**src/rtl/router_pkg.sv**
```systemverilog
// Shared definitions for the router output-port reader: FSM encoding and
// header field layout {len[7:2], addr[1:0]}.
package router_pkg;

  typedef enum logic [2:0] {
    ST_IDLE = 3'd0,
    ST_HDR  = 3'd1,
    ST_PLD  = 3'd2,
    ST_PAR  = 3'd3,
    ST_DONE = 3'd4
  } rd_state_e;

  localparam int HDR_LEN_MSB = 7;
  localparam int HDR_LEN_LSB = 2;
  localparam int HDR_ADDR_W  = 2;
  localparam int MAX_LEN     = 63;

  // len field width and the request counter width (len + parity byte)
  localparam int LEN_W = HDR_LEN_MSB - HDR_LEN_LSB + 1;
  localparam int REQ_W = LEN_W + 1;

endpackage

```
**src/rtl/router_pkt_reader_if.sv**
```systemverilog
// FIFO read-side bundle between a router output-port FIFO and its reader.
// master: the reader (issues read_enb); slave: the FIFO.
interface router_pkt_reader_if;
  logic       valid_out;
  logic [7:0] data_out;
  logic       read_enb;

  modport master (input valid_out, input data_out, output read_enb);
  modport slave  (output valid_out, output data_out, input read_enb);
endinterface

```
**src/rtl/router_rd_pacer.sv**
```systemverilog
// Read pacer: after every read request, holds off further requests for
// RD_GAP cycles. gap_ok_o is high when a new request may be issued.
module router_rd_pacer #(
  parameter int RD_GAP = 0,
  parameter int GAP_W  = 5
) (
  input  logic clock,
  input  logic resetn,
  input  logic clr_i,
  input  logic rd_enb_i,
  output logic gap_ok_o
);

  logic [GAP_W-1:0] gap_cnt_q, gap_cnt_d;

  // Reload on a request, otherwise count down to zero; soft clear wins.
  always_comb begin
    gap_cnt_d = gap_cnt_q;
    if (clr_i)
      gap_cnt_d = '0;
    else if (rd_enb_i)
      gap_cnt_d = GAP_W'(RD_GAP);
    else if (gap_cnt_q != '0)
      gap_cnt_d = gap_cnt_q - GAP_W'(1);
  end

  // Gap counter register.
  always_ff @(posedge clock) begin
    if (!resetn) gap_cnt_q <= '0;
    else         gap_cnt_q <= gap_cnt_d;
  end

  assign gap_ok_o = (gap_cnt_q == '0);

endmodule

```
**src/rtl/router_pkt_reader.sv**
```systemverilog
// Destination-side packet reader for one router output port.
// Pops the port FIFO, parses the header, streams payload, checks parity,
// and flags done / parity error / abort per packet.
// Optional build macro ROUTER_RD_STATS_EN adds saturating pkt_cnt/err_cnt.
module router_pkt_reader
  import router_pkg::*;
#(
  parameter int RD_GAP = 0,
  parameter int GAP_W  = 5
) (
  input  logic                  clock,
  input  logic                  resetn,
  router_pkt_reader_if.master   fifo,
  input  logic                  soft_reset,
  output logic                  payload_valid,
  output logic [7:0]            payload_data,
  output logic                  pkt_done,
  output logic [HDR_ADDR_W-1:0] pkt_addr,
  output logic [LEN_W-1:0]      pkt_len,
  output logic                  parity_err,
  output logic                  pkt_abort,
  output logic                  busy
`ifdef ROUTER_RD_STATS_EN
  ,
  output logic [15:0]           pkt_cnt,
  output logic [15:0]           err_cnt
`endif
);

  rd_state_e             state_q, state_d;
  logic [REQ_W-1:0]      req_left_q, req_left_d;
  logic [LEN_W-1:0]      pld_left_q, pld_left_d;
  logic                  rd_pend_q, rd_pend_d;
  logic [7:0]            acc_q, acc_d;
  logic                  payload_valid_q, payload_valid_d;
  logic [7:0]            payload_data_q, payload_data_d;
  logic                  pkt_done_q, pkt_done_d;
  logic                  parity_err_q, parity_err_d;
  logic                  pkt_abort_q, pkt_abort_d;
  logic [HDR_ADDR_W-1:0] pkt_addr_q, pkt_addr_d;
  logic [LEN_W-1:0]      pkt_len_q, pkt_len_d;
  logic                  gap_ok;
  logic                  rd_enb;
  logic [LEN_W-1:0]      hdr_len;

  router_rd_pacer #(.RD_GAP(RD_GAP), .GAP_W(GAP_W)) u_pacer (
    .clock    (clock),
    .resetn   (resetn),
    .clr_i    (soft_reset),
    .rd_enb_i (rd_enb),
    .gap_ok_o (gap_ok)
  );

  // req_left bounds reads to the current packet, so the next header is
  // never popped before DONE; DONE itself also blocks reads.
  assign rd_enb = fifo.valid_out & (req_left_q != '0) & gap_ok &
                  ~soft_reset & (state_q != ST_DONE);
  assign fifo.read_enb = rd_enb;
  assign hdr_len = fifo.data_out[HDR_LEN_MSB:HDR_LEN_LSB];

  // Next-state: FSM, request/payload counters, parity and output pulses.
  always_comb begin
    state_d         = state_q;
    req_left_d      = req_left_q;
    pld_left_d      = pld_left_q;
    rd_pend_d       = rd_enb;
    acc_d           = acc_q;
    payload_valid_d = 1'b0;
    payload_data_d  = payload_data_q;
    pkt_done_d      = 1'b0;
    parity_err_d    = parity_err_q;
    pkt_abort_d     = 1'b0;
    pkt_addr_d      = pkt_addr_q;
    pkt_len_d       = pkt_len_q;

    if (rd_enb) req_left_d = req_left_q - REQ_W'(1);

    if (soft_reset) begin
      // Drop the packet; a byte still in flight from the FIFO is discarded.
      pkt_abort_d = (state_q != ST_IDLE);
      state_d     = ST_IDLE;
      rd_pend_d   = 1'b0;
      req_left_d  = REQ_W'(1);
      pld_left_d  = '0;
      acc_d       = '0;
    end else begin
      case (state_q)
        ST_IDLE: if (rd_enb) state_d = ST_HDR;
        ST_HDR: begin
          if (rd_pend_q) begin
            pkt_len_d  = hdr_len;
            pkt_addr_d = fifo.data_out[HDR_ADDR_W-1:0];
            acc_d      = acc_q ^ fifo.data_out;
            req_left_d = REQ_W'(hdr_len) + REQ_W'(1);
            pld_left_d = hdr_len;
            state_d    = (hdr_len != '0) ? ST_PLD : ST_PAR;
          end
        end
        ST_PLD: begin
          if (rd_pend_q) begin
            payload_valid_d = 1'b1;
            payload_data_d  = fifo.data_out;
            acc_d           = acc_q ^ fifo.data_out;
            pld_left_d      = pld_left_q - LEN_W'(1);
            if (pld_left_q == LEN_W'(1)) state_d = ST_PAR;
          end
        end
        ST_PAR: begin
          if (rd_pend_q) begin
            pkt_done_d   = 1'b1;
            parity_err_d = (fifo.data_out != acc_q);
            state_d      = ST_DONE;
          end
        end
        ST_DONE: begin
          state_d    = ST_IDLE;
          req_left_d = REQ_W'(1);
          acc_d      = '0;
        end
        default: state_d = ST_IDLE;
      endcase
    end
  end

  // State and output registers.
  always_ff @(posedge clock) begin
    if (!resetn) begin
      state_q         <= ST_IDLE;
      req_left_q      <= REQ_W'(1);
      pld_left_q      <= '0;
      rd_pend_q       <= 1'b0;
      acc_q           <= '0;
      payload_valid_q <= 1'b0;
      payload_data_q  <= '0;
      pkt_done_q      <= 1'b0;
      parity_err_q    <= 1'b0;
      pkt_abort_q     <= 1'b0;
      pkt_addr_q      <= '0;
      pkt_len_q       <= '0;
    end else begin
      state_q         <= state_d;
      req_left_q      <= req_left_d;
      pld_left_q      <= pld_left_d;
      rd_pend_q       <= rd_pend_d;
      acc_q           <= acc_d;
      payload_valid_q <= payload_valid_d;
      payload_data_q  <= payload_data_d;
      pkt_done_q      <= pkt_done_d;
      parity_err_q    <= parity_err_d;
      pkt_abort_q     <= pkt_abort_d;
      pkt_addr_q      <= pkt_addr_d;
      pkt_len_q       <= pkt_len_d;
    end
  end

  assign payload_valid = payload_valid_q;
  assign payload_data  = payload_data_q;
  assign pkt_done      = pkt_done_q;
  assign parity_err    = parity_err_q;
  assign pkt_abort     = pkt_abort_q;
  assign pkt_addr      = pkt_addr_q;
  assign pkt_len       = pkt_len_q;
  assign busy          = (state_q != ST_IDLE);

`ifdef ROUTER_RD_STATS_EN
  logic [15:0] pkt_cnt_q, err_cnt_q;

  // Saturating statistics; only a hard reset clears them.
  always_ff @(posedge clock) begin
    if (!resetn) begin
      pkt_cnt_q <= '0;
      err_cnt_q <= '0;
    end else begin
      if (pkt_done_q && pkt_cnt_q != 16'hFFFF)
        pkt_cnt_q <= pkt_cnt_q + 16'd1;
      if (((pkt_done_q && parity_err_q) || pkt_abort_q) && err_cnt_q != 16'hFFFF)
        err_cnt_q <= err_cnt_q + 16'd1;
    end
  end

  assign pkt_cnt = pkt_cnt_q;
  assign err_cnt = err_cnt_q;
`endif

endmodule

```
**src/flat_wrapper.sv**
```systemverilog
// flat-port wrapper written by rule: the top's interface ports become plain ports
module router_pkt_reader_flat import router_pkg::*;
#(
  parameter int RD_GAP = 0,
  parameter int GAP_W  = 5
)
  (clock, resetn, soft_reset, payload_valid, payload_data, pkt_done, pkt_addr, pkt_len, parity_err, pkt_abort, busy, fifo_valid_out, fifo_data_out, fifo_read_enb);
  router_pkt_reader_if fifo_i ();
  input  logic clock;
  input  logic resetn;
  input  logic soft_reset;
  output logic payload_valid;
  output logic [7:0] payload_data;
  output logic pkt_done;
  output logic [HDR_ADDR_W-1:0] pkt_addr;
  output logic [LEN_W-1:0] pkt_len;
  output logic parity_err;
  output logic pkt_abort;
  output logic busy;
  input wire logic [$bits(fifo_i.valid_out)-1:0] fifo_valid_out;
  input wire logic [$bits(fifo_i.data_out)-1:0] fifo_data_out;
  output wire logic [$bits(fifo_i.read_enb)-1:0] fifo_read_enb;
  assign fifo_i.valid_out = fifo_valid_out;
  assign fifo_i.data_out = fifo_data_out;
  assign fifo_read_enb = fifo_i.read_enb;
  router_pkt_reader #(.RD_GAP(RD_GAP), .GAP_W(GAP_W)) u_core (.clock(clock), .resetn(resetn), .fifo(fifo_i), .soft_reset(soft_reset), .payload_valid(payload_valid), .payload_data(payload_data), .pkt_done(pkt_done), .pkt_addr(pkt_addr), .pkt_len(pkt_len), .parity_err(parity_err), .pkt_abort(pkt_abort), .busy(busy));
endmodule
```
**config.mk**
```make
export PLATFORM = sky130hd
export DESIGN_NAME = router_pkt_reader_flat
export DESIGN_NICKNAME = d
export VERILOG_FILES = /design/src/rtl/router_pkg.sv /design/src/rtl/router_pkt_reader_if.sv /design/src/rtl/router_rd_pacer.sv /design/src/rtl/router_pkt_reader.sv /design/src/flat_wrapper.sv
export SDC_FILE = /design/constraint.sdc
export NUM_CORES = 1
export LEC_CHECK = 0
export ABC_AREA = 0
export CAP_MARGIN = 20
export CORE_MARGIN = 2
export CORE_UTILIZATION = 49
export DETAILED_ROUTE_END_ITERATION = 12
export PLACE_DENSITY = 0.75
export SLEW_MARGIN = 15
export SYNTH_ARGS = -nofsm -noshare
export SYNTH_HDL_FRONTEND = slang
export SYNTH_SLANG_ARGS = --single-unit
```
**constraint.sdc**
```tcl
create_clock -name clock -period 1.75 [get_ports clock]
set_input_delay 0.35 -clock clock [delete_from_list [all_inputs] [get_ports clock]]
set_output_delay 0.35 -clock clock [all_outputs]
set_load 0.1 [all_outputs]
```
== Word level (Yosys, flattened, before mapping) ==
Index checks and enable logic that the tools add are counted.

* $add $sub $neg: 4
* Bitwise logic cells: 9
* Reduce and logical (&&, ||, !) cells: 20
* Mux-type cells: 16
* Eq/ne operators: 13

{| class="wikitable"
|+ Operator list
! kind !! number
|-
| $pmux W8 S2 || 1
|-
| $mux W3 || 5
|-
| $mux W7 || 2
|-
| $pmux W7 S2 || 1
|-
| $mux W6 || 2
|-
| $pmux W3 S4 || 1
|-
| $pmux W6 S2 || 1
|-
| $reduce_and A3 Y1 || 4
|-
| $ne A2 B1 Y1 const B || 5
|-
| $reduce_or A3 Y1 || 3
|-
| $mux W8 || 1
|-
| $ne A8 B8 Y1 || 1
|-
| $xor A8 B8 Y8 || 1
|-
| $add A6 B1 Y7 const B || 1
|-
| $reduce_bool A7 Y1 || 1
|-
| $sub A7 B1 Y7 const B || 1
|-
| $eq A3 B2 Y1 const B || 2
|-
| $eq A6 B1 Y1 const B || 1
|-
| $reduce_bool A6 Y1 || 1
|-
| $sub A6 B1 Y6 const B || 1
|-
| $logic_not A5 Y1 || 1
|-
| $reduce_and A5 Y1 || 1
|-
| $reduce_bool A5 Y1 || 1
|-
| $sub A5 B1 Y5 const B || 1
|-
| 12 further kinds || 22
|}

* Register bits: 50
* Output and inout port bits: 22

== Depth between registers and ports, before layout ==
Gate-level depths: netlist of the first run.

* Depth after elaboration: 8
* Mapped depth: 8

== Modules after synthesis ==
A second synthesis of the first run with hierarchy kept.

* Cell total of the unflattened synthesis: 298
* Area total of the unflattened synthesis: 2523.7 µm²

{| class="wikitable"
|+ By module, submodules not included
! module !! area an instance (µm²) !! instances !! cells each !! sequential area each (µm²)
|-
| router_pkt_reader || 2275.9 || 1 || 272 || 900.9
|-
| router_rd_pacer || 247.7 || 1 || 26 || 100.1
|}

== Worst setup path before layout of the first run ==
Ideal clock, no wire load.

* Path type: register to register
* Start point: register u_core.u_pacer.gap_cnt_q[0]
* End point: register u_core.req_left_q[5]
* Setup slack: -0.214 ns
* Cell stages (with the launch flop): 9
* Data required time: 1.680 ns
* Arrival: 1.894 ns
* Clock period less this slack: 1.964 ns
* Cells stage by stage: dfxtp_1 inv_1 ha_1 nor4b_1 o2111a_1 buf_6 nand4b_1 xor2_1 a21oi_1

* Word-level cells in the longest chain between the ends: 7

{| class="wikitable"
|+ Ends and longest elaborated chain
! element !! line !! source
|-
| start, declared || router_rd_pacer.sv:14 || <nowiki>logic [GAP_W-1:0] gap_cnt_q, gap_cnt_d;</nowiki>
|-
| start signal, assigned || router_rd_pacer.sv:30 || <nowiki>else gap_cnt_q <= gap_cnt_d;</nowiki>
|-
| $logic_not A5 Y1 * || router_rd_pacer.sv:33 || <nowiki>assign gap_ok_o = (gap_cnt_q == '0);</nowiki>
|-
| $and A1 B1 Y1 * (2 in a row) || router_pkt_reader.sv:56 || <nowiki>assign rd_enb = fifo.valid_out & (req_left_q != '0) & gap_ok &</nowiki>
|-
| $and A1 B1 Y1 * || router_pkt_reader.sv:57 || <nowiki>~soft_reset & (state_q != ST_DONE);</nowiki>
|-
| via fifo_read_enb || flat_wrapper.sv:22 || <nowiki>output wire logic [$bits(fifo_i.read_enb)-1:0] fifo_read_enb;</nowiki>
|-
| $mux W7 * || router_pkt_reader.sv:76 || <nowiki>if (rd_enb) req_left_d = req_left_q - REQ_W'(1);</nowiki>
|-
| $mux W7 || router_pkt_reader.sv:90 || <nowiki>if (rd_pend_q) begin</nowiki>
|-
| $pmux W7 S2 * || router_pkt_reader.sv:87 || <nowiki>case (state_q)</nowiki>
|-
| end signal, assigned || router_pkt_reader.sv:142 || <nowiki>req_left_q <= req_left_d;</nowiki>
|-
| end, declared || router_pkt_reader.sv:31 || <nowiki>logic [REQ_W-1:0] req_left_q, req_left_d;</nowiki>
|}

The timed path passes the listed nets; every way through them passes the cells marked *.
A chain may end at the register's enable or synchronous reset.

== Final worst setup path of the first run ==
* Start point: register u_core.req_left_q[2]
* End point: output fifo_read_enb

* Word-level cells in the longest chain between the ends: 5

{| class="wikitable"
|+ Ends and longest elaborated chain
! element !! line
|-
| $reduce_bool A7 Y1 || router_pkt_reader.sv:56
|-
| $and A1 B1 Y1 (3 in a row) || router_pkt_reader.sv:56
|-
| $and A1 B1 Y1 || router_pkt_reader.sv:57
|-
| end, declared || flat_wrapper.sv:22
|}

No other way between the ends.

==> results of run 1 <==
## state kept, by name (all words and copies together), names as in the netlist
register,count
u_core.acc_q,8
u_core.payload_data,8
u_core.req_left_q,7
u_core.pkt_len,6
u_core.pld_left_q,6
u_core.u_pacer.gap_cnt_q,5
u_core.state_q,3
u_core.pkt_addr,2
u_core.parity_err,1
u_core.payload_valid,1
u_core.pkt_abort,1
u_core.pkt_done,1
u_core.rd_pend_q,1
## worst max path at each step
stage | slack (ns) | start | end
after floorplan | 0.0002 | u_core.req_left_q[5]$_SDFF_PP0_ | u_core.u_pacer.gap_cnt_q[0]$_SDFFE_PP0P_
after global placement | -0.22 | fifo_valid_out | fifo_read_enb
after detailed placement | -0.24 | fifo_valid_out | fifo_read_enb
after CTS | -0.27 | u_core.req_left_q[2]$_SDFF_PP0_ | fifo_read_enb
after global routing | -0.29 | u_core.req_left_q[2]$_SDFF_PP0_ | fifo_read_enb
final | -0.24 | u_core.req_left_q[2]$_SDFF_PP0_ | fifo_read_enb
## logic make-up (layout without fill, tap and decap cells)
| logic type | Yosys count | count (layout) | share of synthesized area [%] |
|---|---|---|---|
| flip-flops | 50 | 50 | 40.20 |
| AND/OR/NAND/NOR | 120 | 120 | 26.13 |
| multiplexers | 17 | 17 | 6.834 |
| AO/OA/AOI/OAI | 42 | 42 | 10.20 |
| XOR/XNOR | 25 | 25 | 8.794 |
| buffers and inverters | 26 | 97 | 4.321 |
| adder cells (fa/ha/maj) | 7 | 7 | 3.517 |
## worst max-delay path, stage by stage, from the launching register on
cell and delay, ns:
dfxtp_1 0.32, or4_4 0.53, o2111a_2 0.30, buf_12 0.17
## where the power goes
group          total (mW)  internal (mW)  switching, mW
registers            1.21           1.18         0.0351
logic               0.843          0.430          0.413
clock network       0.816          0.428          0.387
## timing repair
item,4_1_cts,5_1_grt
setup endpoints to repair,9,20
pin swaps,3,2
setup buffers,1,3
gates resized for setup,4,11
## synth_stat cells, drive strengths merged, types with 2 or more instances
master  number
nand2       17
clkbuf      11
or2          3
nand3        8
xnor2        5
nor4         4
or3          4
a221oi       2
ha           7
nand2b       8
nand3b       5
nor3        11
nor2        31
o211ai       3
mux2i       17
inv         12
buf          3
nor2b       19
o22ai        4
a31oi        3
o21ai       13
xor2        20
a21oi       13
dfxtp       50
## cell type report
type / count / area, sq um / share of cell area (%)
Clock buffer: 7 / 76.32 / 2.137
Sequential cell: 50 / 1007 / 28.20
Timing Repair Buffer: 77 / 905.9 / 25.36
Inverter: 12 / 45.04 / 1.261
Tap cell: 67 / 83.83 / 2.347
Multi-Input combinational cell: 211 / 1424 / 39.86
Clock inverter: 1 / 30.03 / 0.8406
## metal layers
layer  global-route usage, %  share of wire (%)  vias to the layer above
li1                        -                  -                     1117
met1                   27.14                 41                     1064
met2                   43.09                 51                       69
met3                   7.497                6.6                        9
met4                   5.848                1.5                        0
met5                       0                  0                        -
==> load_flow_metrics.sql, run 1 <==
INSERT INTO impl_metrics (metric_group, metric, value, unit) VALUES
('finish', 'nNetsFinal', '376', ''),
('timing', 'slew_violations', '0', ''),
('timing', 'finalSetupViolCount', '9', ''),
('yosys', 'syn_area', '2490', 'sq um'),
('yosys', 'synth_edf_count', '0', ''),
('power', 'vdd_ir_drop_max', '479.3', 'uV'),
('placement', 'place.detailed.hpwl', '4523', 'um'),
('drt', 'antenna_left', '0', ''),
('power', 'total_leakage_power', '1.361', 'nW'),
('floorplanning', 'num_rows', '25', ''),
('yosys', 'synth-seq-cells', '50', ''),
('global_routing', 'grt_overflow', '0', ''),
('run', 'cap_viol_max_count', '0', ''),
('yosys', 'post-synth-top-area-cell', 'dfxtp_1', ''),
('placement', 'numPlacedInstances', '413', ''),
('worst_setup_path', 'setup.worst_path.start_class', 'register', ''),
('finish', 'area_growth_syn_to_layout', '43.47', '%'),
('yosys', 'mean_area_per_synthesized_cell', '8.676', 'sq um'),
('worst_hold_path', 'hold_depth', '2', ''),
('run_status', 'failing_checks', 'negative setup slack', ''),
('floorplanning', 'start_util', '51.69', '%'),
('yosys', 'synthDominantCellAreaShare', '40.20', '%'),
('yosys', 'synth_seq_area_share', '40.20', '%'),
('timing', 'fin_tns_setup', '-0.5788', 'ns'),
('worst_setup_path', 'worst_ep_required_time', '1.40', 'ns'),
('placement', 'placedInstanceArea', '3402', 'sq um'),
('worst_hold_path', 'hp-start', 'u_core.pld_left_q[1]$_SDFFE_PP0P_', ''),
('worst_setup_path', 'worst-endpoint-arrival', '1.64', 'ns'),
('clock_tree', 'cts.sink_count', '50', ''),
('drt', 'drtPass1Iterations', '4', ''),
('clock_tree', 'maximum_buffer_depth_of_the_clock_tree', '2', ''),
('drt', 'post-route-drc-count', '0', ''),
('worst_setup_path', 'setup_crit_end_kind', 'output pin', ''),
('worst_hold_path', 'hold_class', 'register to register', ''),
('global_routing', 'grt_usage', '23.81', '%'),
('global_routing', 'grt_start_max_net_pins', '19', ''),
('timing', 'grt_setup_unrepaired', 'yes', ''),
('yosys', 'synth.distinct_cells', '43', ''),
('worst_setup_path', 'timing.reg2reg.worst_path_depth', '6', ''),
('global_routing', 'grt_first_pass_wirelength', '10210', 'um'),
('drt', 'drt-wirelength-per-cell', '14.76', 'um'),
('worst_setup_path', 'timing.critical_path.fanout_max', '2', ''),
('worst_setup_path', 'r2r_setup_slack', '-0.08', 'ns'),
('yosys', 'postSynthNetCount', '306', ''),
('worst_setup_path', 'timing.setup.critical_path_class', 'register to output pin', ''),
('run_status', 'outcome', 'finished, violations left', ''),
('drt', 'detail_route.vias_per_cell', '5.315', ''),
('yosys', 'synth-async-reset-ratio', '0', '%'),
('timing', 'layout_worst_path_cycle_share', '113.8', '%'),
('drt', 'dr.first_iter.drc_count', '174', ''),
('timing', 'fin_ws', '-0.2412', 'ns'),
('timing', 'max_clock_freq', '0.5022', 'GHz'),
('global_routing', 'grt_pass1_vias', '2248', ''),
('drt', 'finalWirelength', '6274', 'um'),
('floorplanning', 'dieHeight', '75.29', 'um'),
('finish', 'top_library_cells_by_usage_in_the_layout_fill_and_taps_aside', '47 x dfxtp_1, 42 x buf_4, 28 x nor2_1', ''),
('yosys', 'yosys_warnings', '0', ''),
('clock_tree', 'cts-buffers-inserted', '5', ''),
('global_routing', 'initial_antenna_violation_count', '0', ''),
('timing', 'worst_slew_margin_rel', '71.32', '%'),
('yosys', 'ys_top_cells_by_area', 'dfxtp_1 40%, xor2_1 7.0%, mux2i_1 6.8%', ''),
('floorplanning', 'io-pin-count', '34', ''),
('drt', 'route.vias.total', '2259', ''),
('placement', 'detailedPlace.worstSlack', '-0.2394', 'ns'),
('finish', 'num_antenna_cells', '0', ''),
('worst_setup_path', 'regToRegEndpoint', 'u_core.req_left_q[0]$_SDFF_PP1_', ''),
('timing', 'hold_ws', '0.4736', 'ns'),
('timing', 'fin_skew', '0.01211', 'ns'),
('power', 'power.total', '2.869', 'mW'),
('yosys', 'synth_ff_type', 'dfxtp_1', ''),
('clock_tree', 'ctsRootBufferMaster', 'clkbuf_8', '');
Power figures use the tool's default switching activity.
==> inputs of run 2 (changes only) <==
--- a/config.mk
+++ b/config.mk
@@ -9,6 +9,7 @@
 export CAP_MARGIN = 20
 export CORE_MARGIN = 2
 export CORE_UTILIZATION = 49
+export CTS_CLUSTER_DIAMETER = 200
 export DETAILED_ROUTE_END_ITERATION = 12
 export PLACE_DENSITY = 0.75
 export SLEW_MARGIN = 15
==> results of run 2 <==
Final layout, timing and power as in run 1 (identical DEF).
